## src/rtl/pattern_field_buffer.sv

```systemverilog
// rtl/pattern_field_buffer.sv - PAT field storage with core read/write port and host bulk-load engine
// PATBUF_CLEAR_EN: zero every entry once after reset before the engine goes idle.
module pattern_field_buffer #(
   parameter int D_WIDTH      = 8,
   parameter int BUFP_WIDTH   = 3,
   parameter int FIELDP_WIDTH = 5
) (
   input  logic                                 clk,
   input  logic                                 reset,
   input  logic [BUFP_WIDTH+FIELDP_WIDTH-1:0]   buf_fieldp,
   input  logic [BUFP_WIDTH+FIELDP_WIDTH-1:0]   buf_fieldwp,
   input  logic                                 field_write_en,
   input  logic [D_WIDTH-1:0]                   field_in,
   output logic [D_WIDTH-1:0]                   field_out,
   input  logic                                 load_start,
   input  logic [BUFP_WIDTH-1:0]                load_buf,
   input  logic                                 load_valid,
   input  logic [D_WIDTH-1:0]                   load_data,
   output logic                                 load_ready,
   output logic                                 load_busy,
   output logic                                 load_done
);

   localparam int A_WIDTH = BUFP_WIDTH + FIELDP_WIDTH;
   localparam int DEPTH   = 1 << A_WIDTH;

   localparam logic [1:0] S_IDLE  = 2'd0;
   localparam logic [1:0] S_LOAD  = 2'd1;
`ifdef PATBUF_CLEAR_EN
   localparam logic [1:0] S_CLEAR = 2'd2;
`endif

   logic [1:0]              state;
   logic [BUFP_WIDTH-1:0]   lbuf;
   logic [FIELDP_WIDTH-1:0] cnt;
   logic [D_WIDTH-1:0]      mem [DEPTH];
   logic                    load_acc;
   logic [A_WIDTH-1:0]      load_addr;
   logic                    clr_wr;
   logic [A_WIDTH-1:0]      clr_addr;

   // A core write always wins the cycle; the stream simply stalls.
   assign load_ready = (state == S_LOAD) && !field_write_en;
   assign load_busy  = (state != S_IDLE);
   assign load_acc   = load_ready && load_valid && !reset;
   assign load_addr  = {lbuf, cnt};

`ifdef PATBUF_CLEAR_EN
   logic clr_pend;

   // Core data written to the swept address this cycle must not be wiped.
   assign clr_wr = (state == S_CLEAR) && !reset &&
                   !(field_write_en && (buf_fieldwp == clr_addr));
`else
   assign clr_wr   = 1'b0;
   assign clr_addr = '0;
`endif

   always_ff @(posedge clk) begin
      if (clr_wr)
         mem[clr_addr] <= '0;
      if (load_acc)
         mem[load_addr] <= load_data;
      if (field_write_en)
         mem[buf_fieldwp] <= field_in;
   end

   // Write-first: any write landing on the read address is forwarded.
   always_ff @(posedge clk) begin
      if (reset)
         field_out <= '0;
      else if (field_write_en && (buf_fieldwp == buf_fieldp))
         field_out <= field_in;
      else if (load_acc && (load_addr == buf_fieldp))
         field_out <= load_data;
      else if (clr_wr && (clr_addr == buf_fieldp))
         field_out <= '0;
      else
         field_out <= mem[buf_fieldp];
   end

   always_ff @(posedge clk) begin
      if (reset) begin
         state     <= S_IDLE;
         lbuf      <= '0;
         cnt       <= '0;
         load_done <= 1'b0;
`ifdef PATBUF_CLEAR_EN
         clr_pend  <= 1'b1;
         clr_addr  <= '0;
`endif
      end else begin
         load_done <= 1'b0;
         case (state)
            S_IDLE: begin
`ifdef PATBUF_CLEAR_EN
               if (clr_pend) begin
                  state    <= S_CLEAR;
                  clr_pend <= 1'b0;
                  clr_addr <= '0;
               end else
`endif
               if (load_start) begin
                  state <= S_LOAD;
                  lbuf  <= load_buf;
                  cnt   <= '0;
               end
            end
            S_LOAD: begin
               if (load_acc) begin
                  cnt <= cnt + 1'b1;
                  if (&cnt) begin
                     state     <= S_IDLE;
                     load_done <= 1'b1;
                  end
               end
            end
`ifdef PATBUF_CLEAR_EN
            S_CLEAR: begin
               clr_addr <= clr_addr + 1'b1;
               if (&clr_addr) begin
                  state     <= S_IDLE;
                  load_done <= 1'b1;
               end
            end
`endif
            default: state <= S_IDLE;
         endcase
      end
   end

endmodule

```

## config.mk

```make
export PLATFORM = sky130hd
export DESIGN_NAME = pattern_field_buffer
export DESIGN_NICKNAME = d
export VERILOG_FILES = /design/src/rtl/pattern_field_buffer.sv
export SDC_FILE = /design/constraint.sdc
export NUM_CORES = 2
export LEC_CHECK = 0
export CORE_ASPECT_RATIO = 0.5
export CORE_MARGIN = 2
export CORE_UTILIZATION = 50
export CTS_CLUSTER_SIZE = 40
export DETAILED_ROUTE_END_ITERATION = 10
export GPL_TIMING_DRIVEN = 0
export PLACE_DENSITY_LB_ADDON = 0.12
export SLEW_MARGIN = 20
export SYNTH_ARGS = -nofsm -noshare
export SYNTH_HDL_FRONTEND = slang
export SYNTH_SLANG_ARGS = --single-unit
```

## constraint.sdc

```tcl
create_clock -name clk -period 4.4 [get_ports clk]
set_input_delay 0.88 -clock clk [delete_from_list [all_inputs] [get_ports clk]]
set_output_delay 0.88 -clock clk [all_outputs]
set_load 0.05 [all_outputs]
```

* After elaboration in Yosys (flattened, before gate mapping)
Memory sizes are Yosys's and may differ from the RTL's. A register that Yosys moved wholly into a read port is not among the register bits. Index checks and enable logic that the tools add are counted.
Storage, ports and cells: register bits after elaboration 11, RAM bits 2048, input bits 40, logic and storage cells 41, memories 1
Memories:
- mem | depth 256, width 8, rd ports 1, clocked after Yosys merged registers in 1, write ports 1, line 36 | logic [D_WIDTH-1:0] mem [DEPTH];
Cells by class: add/subtract/negate cells 1, equality and inequality tests 4, multiplexer cells 15, bitwise logic cells 2, reduce and logical (&&, ||, !) cells 14
Operator list (number):
- $mux W8 | 2
- $mux W5 | 2
- $pmux W5 S2 | 1
- $reduce_or A8 Y1 | 1
- $mux W1 | 6
- $mux W2 | 3
- $reduce_and A3 Y1 | 2
- $add A5 B1 Y5 const B | 1
- $reduce_and A5 Y1 | 1
- $ne A2 B2 Y1 const B | 2
- $pmux W2 S2 | 1
- $reduce_bool A2 Y1 | 2
- $logic_and A1 B1 Y1 | 3
- $reduce_or A3 Y1 | 1
- $eq A2 B1 Y1 const B | 1
- $logic_not A1 Y1 | 2
- $logic_not A2 Y1 | 1
- $ne A2 B1 Y1 const B | 1
- $not A1 Y1 | 2
- $reduce_and A2 Y1 | 1

* Longest topological paths before layout
word-level depth 7, depth in mapped cells 13, gate-level depth less buffers 7

* Worst setup path after synthesis
OpenSTA, ideal clock, no wires.
path kind in2reg, start point input field_write_en, end point memory mem[0][5] (data pin), library setup time 558 ps, data arrival time 3632 ps, data required time 3842 ps, path slack 210 ps, stages on the path 4, cell sequence buf_2 > clkbuf_1 > clkbuf_1 > mux2_2
On the way: longest elaborated chain between the ends 4
Ends and longest elaborated chain:
- start, declared | line 12 | input logic field_write_en,
- $mux W1 | line 64 | if (field_write_en)
- $mux W1 (not written as such) | line 65 | mem[buf_fieldwp] <= field_in;
- $reduce_or A8 Y1 (no line)
- $mux W8 (no line)
- end, declared | line 36
Every way passes these cells.

* Worst setup path after layout
start point input field_write_en, end point memory mem[215][6], enable pin
On the way: longest elaborated chain between the ends 7
Ends and longest elaborated chain:
- $logic_not A1 Y1 | line 43 | assign load_ready = (state == S_LOAD) && !field_write_en;
- $logic_and A1 B1 Y1 | line 43
- $logic_and A1 B1 Y1 (2 in a row) | line 45 | assign load_acc = load_ready && load_valid && !reset;
- $mux W1 | line 62 | if (load_acc)
- $mux W1 (not written as such) | line 63 | mem[load_addr] <= load_data;
- $mux W1 (no line)
Parallel ways exist; a longest one is shown, timed or not.

==> Implementation_results.wiki <==
{| class="wikitable"
! Metric !! Value
|-
| Post-Synthesis Cells || 3849
|-
| Startpoint types || primary input
|-
| Post-route antenna net violation count || 0
|-
| Total cell area at the placement stage || 84300 sq um
|-
| Routed via count divided by cell count || 6.79
|-
| Slack of the critical path || -176 ps
|-
| Mean cell area of the mapped netlist || 20.9 sq um
|-
| Crit path buf inv count || 4
|-
| Path type of the worst min-delay path || in2reg
|-
| Required @ worst endpoint || 4840 ps
|-
| Number of levels in the clock H-tree || 4
|-
| Overall track demand over capacity in global routing || 0.311
|-
| Die area || 164000 sq um
|-
| Port bufs || 46
|-
| Number of placed I/O pins || 51
|-
| P_leak || 28.1 nW
|-
| Antenna violations before repair || 17
|-
| Layout cells sized above 1 || 0.244
|-
| Portion of the post-synthesis area used by sequential elements || 0.770
|-
| Hold Vio Cnt, Final || 0
|-
| Number of iterations in the first detailed-routing pass || 7
|-
| Number of sinks driven by the clock tree || 2066
|-
| Actual transition at the worst max-transition pin || 1330 ps
|-
| Fin Clk Skew || 36.6 ps
|-
| Violated checks || negative setup slack
|-
| Clock tree from TritonCTS || built
|-
| Core area || 159000 sq um
|-
| Outcome || finished with violations
|-
| Area taken by flip-flops and latches || 61900 sq um
|-
| Clock network latency to the later pin of the worst-skew pair || 840 ps
|-
| Maximum number of pins on one net before global-route repair || 119
|-
| Critical path data arrival time || 5020 ps
|-
| Master cell of the clock root buffer || clkbuf_16
|-
| Share of power burned in combinational logic || 0.068
|-
| Share of total power in the clock network || 0.388
|-
| NetSw || 9.09 mW
|-
| Setup repair after global routing missed its margin || true
|-
| Total number of placement rows || 103
|-
| DPL Wire Length || 173 mm
|-
| Internal power summed over all cells || 31.1 mW
|-
| Routed via count || 43.4k
|-
| Sw Share || 0.226
|-
| Kind of critical path || in2reg
|-
| Footprint of the multi-input gates || 18000 sq um
|-
| Pins over their slew limit || 0
|-
| Initial core utilization || 0.506
|-
| Delay of the slowest cell on the worst path || 850 ps
|-
| Setup slack after placement || -3020 ps
|-
| Highest clock frequency the design can meet || 219 MHz
|-
| Die extent in y || 288 um
|-
| Clock slew at the register clock pins of the worst setup and hold paths || 70 ps
|-
| Placer congestion estimate || 0.965
|-
| Sequential group share of total power || 0.544
|-
| Cell area after layout || 90500 sq um
|-
| CP Capture Type || flop
|-
| Power per Cell Area || 444 nW/um^2
|-
| #FFs+latches synth || 2066
|-
| Routed wirelength normalized by instance count || 39.8 um
|-
| Filler cell count || 11.9k
|-
| Overall routed net length || 255 mm
|-
| Maximum root-to-sink buffer count || 4
|-
| Die Width || 571 um
|-
| Maxcap violations || 0
|-
| Min Clock Period, post-route || 4580 ps
|-
| Overall power consumption || 40.1 mW
|-
| Number of buffers created by CTS || 186
|-
| Critical-path cell list || clkdlybuf4s50_1, buf_2, clkbuf_1, nand2_1, o32ai_1, nand2_1, clkbuf_1, nor2_1
|-
| Total grt overflow || 0
|-
| Maximum fanout along the worst path || 10
|-
| Initial detailed-routing violation count || 8136
|-
| Global-route wire length before repair || 343 mm
|-
| Area grow syn2layout || 12.6%
|-
| Vias in the first global route || 41.4k
|-
| Post-Syn Nets || 3891
|-
| Final critical-path share of the clock period || 1.04
|-
| Synth unique cells || 56
|-
| Nets || 4149
|-
| Number of setup violations in the final report || 63
|-
| Highest-delay cell along the critical path || nor2_1
|-
| Final routed DRC violation total || 0
|-
| Critical path's top delay family || buffers and inverters
|-
| Top_reg_cell synth || edfxtp_1
|-
| Setup_tns || -5070 ps
|-
| Number of enable flip-flop cells after synthesis || 2048
|-
| Peak VDD IR || 0.345 mV
|-
| Cts-stage hold buffer count || 0
|-
| Syn. warnings || 0
|-
| Headroom to the max-slew limit || 0.113
|-
| Mapped cell area || 80400 sq um
|-
| Proportion of synthesized flip-flops having asynchronous set or reset || 0
|}
-- per-layer routing --
metal  track usage  part of all wire  vias up
li1              -                 -    16600
met1         0.468              0.40    23200
met2         0.432              0.41     3156
met3         0.104              0.15      475
met4        0.0969             0.037        4
met5             0          0.000079        -
-- final timing paths --
kind,startpoint,endpoint,slack [ps],cells after the start
min,reset,lbuf[1],520,2
max reg2reg,state[0],mem[136][1],300,7
max,field_write_en,mem[215][6],-180,8
min reg2reg,state[0],state[0],590,2
-- area by class of cell --
| cell class | count | area share |
|---|---|---|
| Multi-Input combinational cell | 1545 | 0.199 |
| Tap cell | 2152 | 0.0298 |
| Inverter | 17 | 0.000760 |
| Clock buffer | 234 | 0.0541 |
| Antenna cell | 2 | 0.0000553 |
| Timing Repair Buffer | 76 | 0.0117 |
| Buffer | 215 | 0.0145 |
| Clock inverter | 84 | 0.00702 |
| Sequential cell | 2066 | 0.684 |
-- through the flow --
step,util,cells,hold slack (ps)
floorplan,-,3849,526
global placement,0.526,6047,549
detailed placement,0.531,6072,579
CTS,0.568,6389,495
global route,0.570,6390,535
finish,0.570,6391,516
-- logic make-up after synthesis --
family | Yosys count | share of synthesized area
buffers and inverters | 238 | 0.0141
multiplexers | 696 | 0.160
XOR/XNOR | 12 | 0.00131
flip-flops | 2066 | 0.770
adder cells (fa/ha/maj) | 2 | 0.000311
AND/OR/NAND/NOR | 520 | 0.0268
AO/OA/AOI/OAI | 315 | 0.0280
-- flip-flops by register name, summed over array words and instances (netlist names) --
register,cells
lbuf,3
mem,2048
field_out,8
state,1
load_done,1
cnt,5
-- power by group through the flow --
stage | Sequential [mW] | Combinational, mW | Clock [mW]
detailed placement | 22.3 | 2.62 | 0
global placement | 22.4 | 2.46 | 0
finish | 21.8 | 2.75 | 15.6
global route | 21.8 | 2.79 | 16.3
CTS | 21.8 | 2.66 | 15.6
floorplan | 22.3 | 1.30 | 0
-- cell usage in the layout, fill, tap and decap left out, types with 19 or more instances in the layout --
cell type / count
buf_4: 36
nor2_1: 193
clkbuf_16: 189
a21oi_1: 59
clkbuf_2: 48
clkdlybuf4s50_1: 45
o221ai_1: 67
o22ai_1: 40
nand2_1: 132
mux4_2: 468
clkbuf_1: 93
mux2i_1: 218
o21ai_0: 32
nor3_1: 19
edfxtp_1: 2048
buf_2: 54
nor2_2: 99
a22oi_1: 22
clkinv_1: 42
a32oi_1: 26
clkinv_2: 29
-- cells in the mapped netlist, types with 25 or more instances --
cell type	n	share of area
edfxtp_1	2048	0.77
mux4_2	468	0.13
nor2_1	294	0.014
mux2i_1	218	0.027
nand2_1	135	0.0063
clkbuf_1	102	0.0048
o221ai_1	67	0.0073
buf_2	66	0.0041
a21oi_1	60	0.0037
o22ai_1	40	0.0031
o21ai_0	38	0.0024
a32oi_1	27	0.0029
buf_4	27	0.0025
nor3_1	25	0.0016
-- timing repair --
item	in CTS	in global routing
setup endpoints to repair	419	523
setup buffers	4	0
gates resized for setup	111	98
cloned	0	0
pin swaps	6	8
Note: power is estimated with default switching activity, not from simulation.
